==> src/rtl/key_mode_sequencer_if.sv <==
// Key/mode bundle between the raw DE10-Lite keys, the mode sequencer and the output muxes.
interface key_mode_sequencer_if;
  logic [1:0] key_i;          // raw keys, active-low, asynchronous
  logic [1:0] mode_o;         // 0 arith, 1 logical, 2 compare, 3 blank
  logic       mode_changed_o; // one-cycle pulse with each new mode value
  logic [1:0] key_state_o;    // debounced keys, active-high

  modport slave  (input key_i, output mode_o, output mode_changed_o, output key_state_o);
  modport master (output key_i, input mode_o, input mode_changed_o, input key_state_o);
endinterface

==> src/rtl/key_mode_sequencer.sv <==
// Synchronises and debounces the two mode keys and steps MODE once per press
// (KEY[0] up, KEY[1] down). Latency from first low sample to MODE is DEBOUNCE_CYCLES+3 edges.
module key_mode_sequencer #(
  parameter int unsigned DEBOUNCE_CYCLES = 500000,
  parameter int unsigned CNT_W           = 20
) (
  input  logic                  clk_i,
  input  logic                  rst_i,
  key_mode_sequencer_if.slave   bus
);

  localparam logic [1:0] MODE_ARITH = 2'd0;
  localparam logic [1:0] MODE_LOGIC = 2'd1;
  localparam logic [1:0] MODE_CMP   = 2'd2;
  localparam logic [1:0] MODE_BLANK = 2'd3;

  // The counter toggles the state on the edge it would reach DEBOUNCE_CYCLES.
  localparam logic [CNT_W-1:0] CNT_LAST = CNT_W'(DEBOUNCE_CYCLES - 1);

  logic [1:0]       sync1_q, sync2_q;
  logic [1:0]       sync_lvl;
  logic [CNT_W-1:0] cnt_q [2];
  logic [CNT_W-1:0] cnt_d [2];
  logic [1:0]       key_state_q, key_state_d;
  logic [1:0]       key_prev_q;
  logic [1:0]       press;
  logic [1:0]       mode_q, mode_d;
  logic             mode_changed_q, mode_changed_d;

  assign sync_lvl = ~sync2_q;

  always_comb begin
    for (int n = 0; n < 2; n++) begin
      cnt_d[n]       = '0;
      key_state_d[n] = key_state_q[n];
      if (sync_lvl[n] != key_state_q[n]) begin
        if (cnt_q[n] == CNT_LAST) begin
          key_state_d[n] = ~key_state_q[n];
        end else begin
          cnt_d[n] = cnt_q[n] + CNT_W'(1);
        end
      end
    end
  end

  assign press = key_state_q & ~key_prev_q;

  always_comb begin
    mode_d         = mode_q;
    mode_changed_d = 1'b0;
    if (press == 2'b01) begin
      mode_changed_d = 1'b1;
      case (mode_q)
        MODE_ARITH: mode_d = MODE_LOGIC;
        MODE_LOGIC: mode_d = MODE_CMP;
        MODE_CMP:   mode_d = MODE_BLANK;
        default:    mode_d = MODE_ARITH;
      endcase
    end else if (press == 2'b10) begin
      mode_changed_d = 1'b1;
      case (mode_q)
        MODE_ARITH: mode_d = MODE_BLANK;
        MODE_LOGIC: mode_d = MODE_ARITH;
        MODE_CMP:   mode_d = MODE_LOGIC;
        default:    mode_d = MODE_CMP;
      endcase
    end
  end

  always_ff @(posedge clk_i) begin
    if (rst_i) begin
      sync1_q        <= 2'b11;
      sync2_q        <= 2'b11;
      cnt_q          <= '{default: '0};
      key_state_q    <= 2'b00;
      key_prev_q     <= 2'b00;
      mode_q         <= MODE_ARITH;
      mode_changed_q <= 1'b0;
    end else begin
      sync1_q        <= bus.key_i;
      sync2_q        <= sync1_q;
      cnt_q          <= cnt_d;
      key_state_q    <= key_state_d;
      key_prev_q     <= key_state_q;
      mode_q         <= mode_d;
      mode_changed_q <= mode_changed_d;
    end
  end

  assign bus.mode_o         = mode_q;
  assign bus.mode_changed_o = mode_changed_q;
  assign bus.key_state_o    = key_state_q;

endmodule
==> src/flat_wrapper.sv <==
// flat-port wrapper written by rule: the top's interface ports become plain ports
module key_mode_sequencer_flat 
#(
  parameter int unsigned DEBOUNCE_CYCLES = 500000,
  parameter int unsigned CNT_W           = 20
)
  (clk_i, rst_i, bus_key_i, bus_mode_o, bus_mode_changed_o, bus_key_state_o);
  key_mode_sequencer_if bus_i ();
  input  logic clk_i;
  input  logic rst_i;
  input wire logic [$bits(bus_i.key_i)-1:0] bus_key_i;
  output wire logic [$bits(bus_i.mode_o)-1:0] bus_mode_o;
  output wire logic [$bits(bus_i.mode_changed_o)-1:0] bus_mode_changed_o;
  output wire logic [$bits(bus_i.key_state_o)-1:0] bus_key_state_o;
  assign bus_i.key_i = bus_key_i;
  assign bus_mode_o = bus_i.mode_o;
  assign bus_mode_changed_o = bus_i.mode_changed_o;
  assign bus_key_state_o = bus_i.key_state_o;
  key_mode_sequencer #(.DEBOUNCE_CYCLES(DEBOUNCE_CYCLES), .CNT_W(CNT_W)) u_core (.clk_i(clk_i), .rst_i(rst_i), .bus(bus_i));
endmodule
==> config.mk <==
export PLATFORM = sky130hd
export DESIGN_NAME = key_mode_sequencer_flat
export DESIGN_NICKNAME = d
export VERILOG_FILES = /design/src/rtl/key_mode_sequencer_if.sv /design/src/rtl/key_mode_sequencer.sv /design/src/flat_wrapper.sv
export SDC_FILE = /design/constraint.sdc
export NUM_CORES = 1
export LEC_CHECK = 0
export ABC_CLOCK_PERIOD_IN_PS = 1950
export BUFFER_PORTS_ARGS = -buffer_cell sky130_fd_sc_hd__buf_4
export CAP_MARGIN = 0
export CORE_MARGIN = 2
export CORE_UTILIZATION = 60
export DETAILED_ROUTE_END_ITERATION = 8
export PLACE_DENSITY = 0.75
export SLEW_MARGIN = 20
export SYNTH_ARGS = -nofsm -noshare
export SYNTH_HDL_FRONTEND = slang
export SYNTH_SLANG_ARGS = --single-unit
==> constraint.sdc <==
create_clock -name clk_i -period 1.95 [get_ports clk_i]
set_input_delay 0.195 -clock clk_i [delete_from_list [all_inputs] [get_ports clk_i]]
set_output_delay 0.195 -clock clk_i [all_outputs]
set_load 0.02 [all_outputs]
==> summary.md <==
| Metric | Value |
|---|---|
| Status | `completed` |
| Top cell type's share of synthesized area | `44.5%` |
| Total GRT Usage | `21.1%` |
| First-pass GRT wire length | `6960 µm` |
| Wire per inst | `12.5 µm` |
| Yosys cell types | `34` |
| Worst-path fanout max | `7` |
| Largest net degree at the start of global routing | `19` |
| CP max-delay cell | `dfxtp_1` |
| CTS tree | `done` |
| # DRC | `0` |
| Vias/cell | `5.40` |
| Top_reg_cell synth | `dfxtp_1` |
| Arr. time, crit path | `2.03 ns` |
| Post-synthesis cell count | `251` |
| Die X | `65.8 µm` |
| Tightest Hold Check Type | `in -> reg` |
| Type of the worst setup path | `reg -> reg` |
| Antenna-violating nets left | `0` |
| Hold_buf cts | `0` |
| Final min period | `1.79 ns` |
| CTS H-tree depth | `2` |
| Synth Area per Inst | `9.14 µm²` |
| Leak Pwr | `0.000819 µW` |
| Root buffer cell | `clkbuf_8` |
| Max Slew Vio Count | `0` |
| Grt ovf | `0` |
| Setup skew after layout | `0.00921 ns` |
| Initial core utilization | `62.6%` |
| Resize count post-CTS | `0` |
| Async SR Flop Fraction | `0%` |
| Ant. Diodes | `0` |
| Fin nets | `280` |
| Slew @ Worst Pin | `0.388 ns` |
| Mapped Area | `2290 µm²` |
| Synth area leaders | `dfxtp_1 45%, xnor2_1 10%, nor2_1 8.0%, nand3_1 3.5%, nand4_1 3.0%` |
| First-pass iteration count of the detailed router | `4` |
| Final setup violation count | `0` |
| Power Dens Cells | `706 nW/µm²` |
| Number of synthesized flops with an enable pin | `0` |
| Synthesis Warnings | `0` |
| Final hold violation count | `0` |
| Count leader, synth | `dfxtp_1` |
| # rows | `22` |
| Final WL | `4000 µm` |
| Ports | `9` |
| Final period util | `91.8%` |
| Startpoint Class | `register` |
| Clk_lat worst skew | `0.31 ns` |
| Antenna violations before repair | `0` |
| Number of fill cells | `297` |
| CP Capture Type | `register` |
| Max_cap viols | `0` |
| Clk slew on worst S/H paths | `0.09 ns` |
| Setup TNS | `0 ns` |
| Share of layout cells above drive strength 1 | `14.7%` |
| Total clock sinks | `51` |
| Most common library cells after synthesis | `51 x dfxtp_1, 49 x nor2_1, 27 x xnor2_1` |
| HPWL after DPL | `2720 µm` |
| Bufs on Longest Clock Path | `2` |
| Via count | `1728` |
| Iteration-0 DRC Markers | `92` |
| CORE AREA | `3660 µm²` |
| Peak VDD IR | `0.000423 V` |
| Port bufs | `8` |
| Register area share after synthesis | `44.5%` |
| Vias in the first global route | `1568` |
| Critical-path cell list | `nand4_1 -> or3_1 -> or4_1 -> a21oi_1` |
| Gp weighted congestion | `0.828` |
| Max stage delay on crit path | `0.47 ns` |
| Yosys top cell by area | `dfxtp_1` |
| RSZ-0062 raised after global routing | `false` |
| Worst rel slew slack | `73.9%` |
| Worst path required time | `2.20 ns` |
| Area grow syn2layout | `12.6%` |
| FMAX | `559 MHz` |
| Die area | `4330 µm²` |
| Syn Nets | `260` |
| Hold slack | `0.0636 ns` |
| Yosys reg bits | `51` |
| Vert. Die Dim | `65.8 µm` |
| Setup Fix Bufs, Post-CTS | `0` |
| CTS buffer count | `5` |
where the power goes:
part           switching, µW  internal, µW  leakage, µW  total, µW
logic                   14.4          11.5     0.000346       25.9
registers               2.44          1050     0.000412       1050
clock network            335           415    0.0000612        750
total                    352          1470     0.000819       1820
routing by layer:
layer	vias up	share of wire [%]	global-route usage, %
met4	0	1.5	10.9
met3	5	4.1	4.09
li1	911	-	-
met2	26	44	32.6
met5	-	0	0
met1	786	50	27.8
sequential cells by signal, indices dropped and copies added, names as in the netlist:
signal                     flops
u_core.key_prev_q              2
u_core.bus.mode_o              2
u_core.bus.mode_changed_o      1
u_core.sync1_q                 2
u_core.sync2_q                 2
u_core.cnt_q                  40
u_core.bus.key_state_o         2
placed cells by master (no fill, tap or decap), types with 6 or more instances in the layout:
| cell | instances |
|---|---|
| nand2_1 | 7 |
| nand4_1 | 11 |
| nor4_1 | 7 |
| nor3_1 | 12 |
| xor2_1 | 6 |
| nor2_1 | 49 |
| xnor2_1 | 27 |
| buf_4 | 18 |
| inv_1 | 10 |
| dfxtp_1 | 51 |
| nand3_1 | 16 |
| nor4b_1 | 7 |
| clkbuf_8 | 6 |
metrics by stage:
stage	setup slack, ns	total power, µW	cell area (µm²)	std cells	utilization, %
finish	0.160	1820	2580	320	70.5
global route	0.0532	1890	2580	320	70.5
CTS	0.168	1840	2580	320	70.5
detailed placement	0.244	1100	2460	312	67.3
global placement	0.247	1100	2460	312	67.3
floorplan	0.214	1090	2290	251	-
cell type report:
class | count | area [µm²] | share of cell area, %
clock buffer | 6 | 82.6 | 3.20
multi-input combinational | 185 | 1210 | 46.9
inverter | 10 | 37.5 | 1.45
sequential | 51 | 1020 | 39.5
clock inverter | 2 | 35.0 | 1.36
timing repair buffer | 18 | 135 | 5.23
tap | 48 | 60.1 | 2.33
path summary, 6_finish.rpt:
path / slack (ns) / to / depth (start not counted) / from
max: 0.16 / u_core.cnt_q[38] / 4 / u_core.cnt_q[25]
min: 0.06 / u_core.sync1_q[0] / 2 / bus_key_i[0]
max reg2reg: 0.16 / u_core.cnt_q[38] / 4 / u_core.cnt_q[25]
min reg2reg: 0.42 / u_core.sync2_q[0] / 1 / u_core.sync1_q[0]
cells by family (layout without fill, tap and decap cells):
family / Yosys count / in the layout / share of synthesized area [%]
AOI/OAI and AO/OA: 10 / 10 / 3.27
muxes: 5 / 5 / 2.29
DFF: 51 / 51 / 44.5
adders and majority gates: 5 / 5 / 2.73
and+or+nand+nor: 132 / 132 / 31.9
xor gates and xnor gates: 33 / 33 / 12.6
buffers and inverters: 15 / 36 / 2.67
critical path: cells and delay by family, from the launching register on:
kind / cells / cell delay (ns)
AOI/OAI and AO/OA: 1 / 0.14
DFF: 1 / 0.47
and+or+nand+nor: 3 / 1.12
Note: power is estimated with default switching activity, not from simulation.
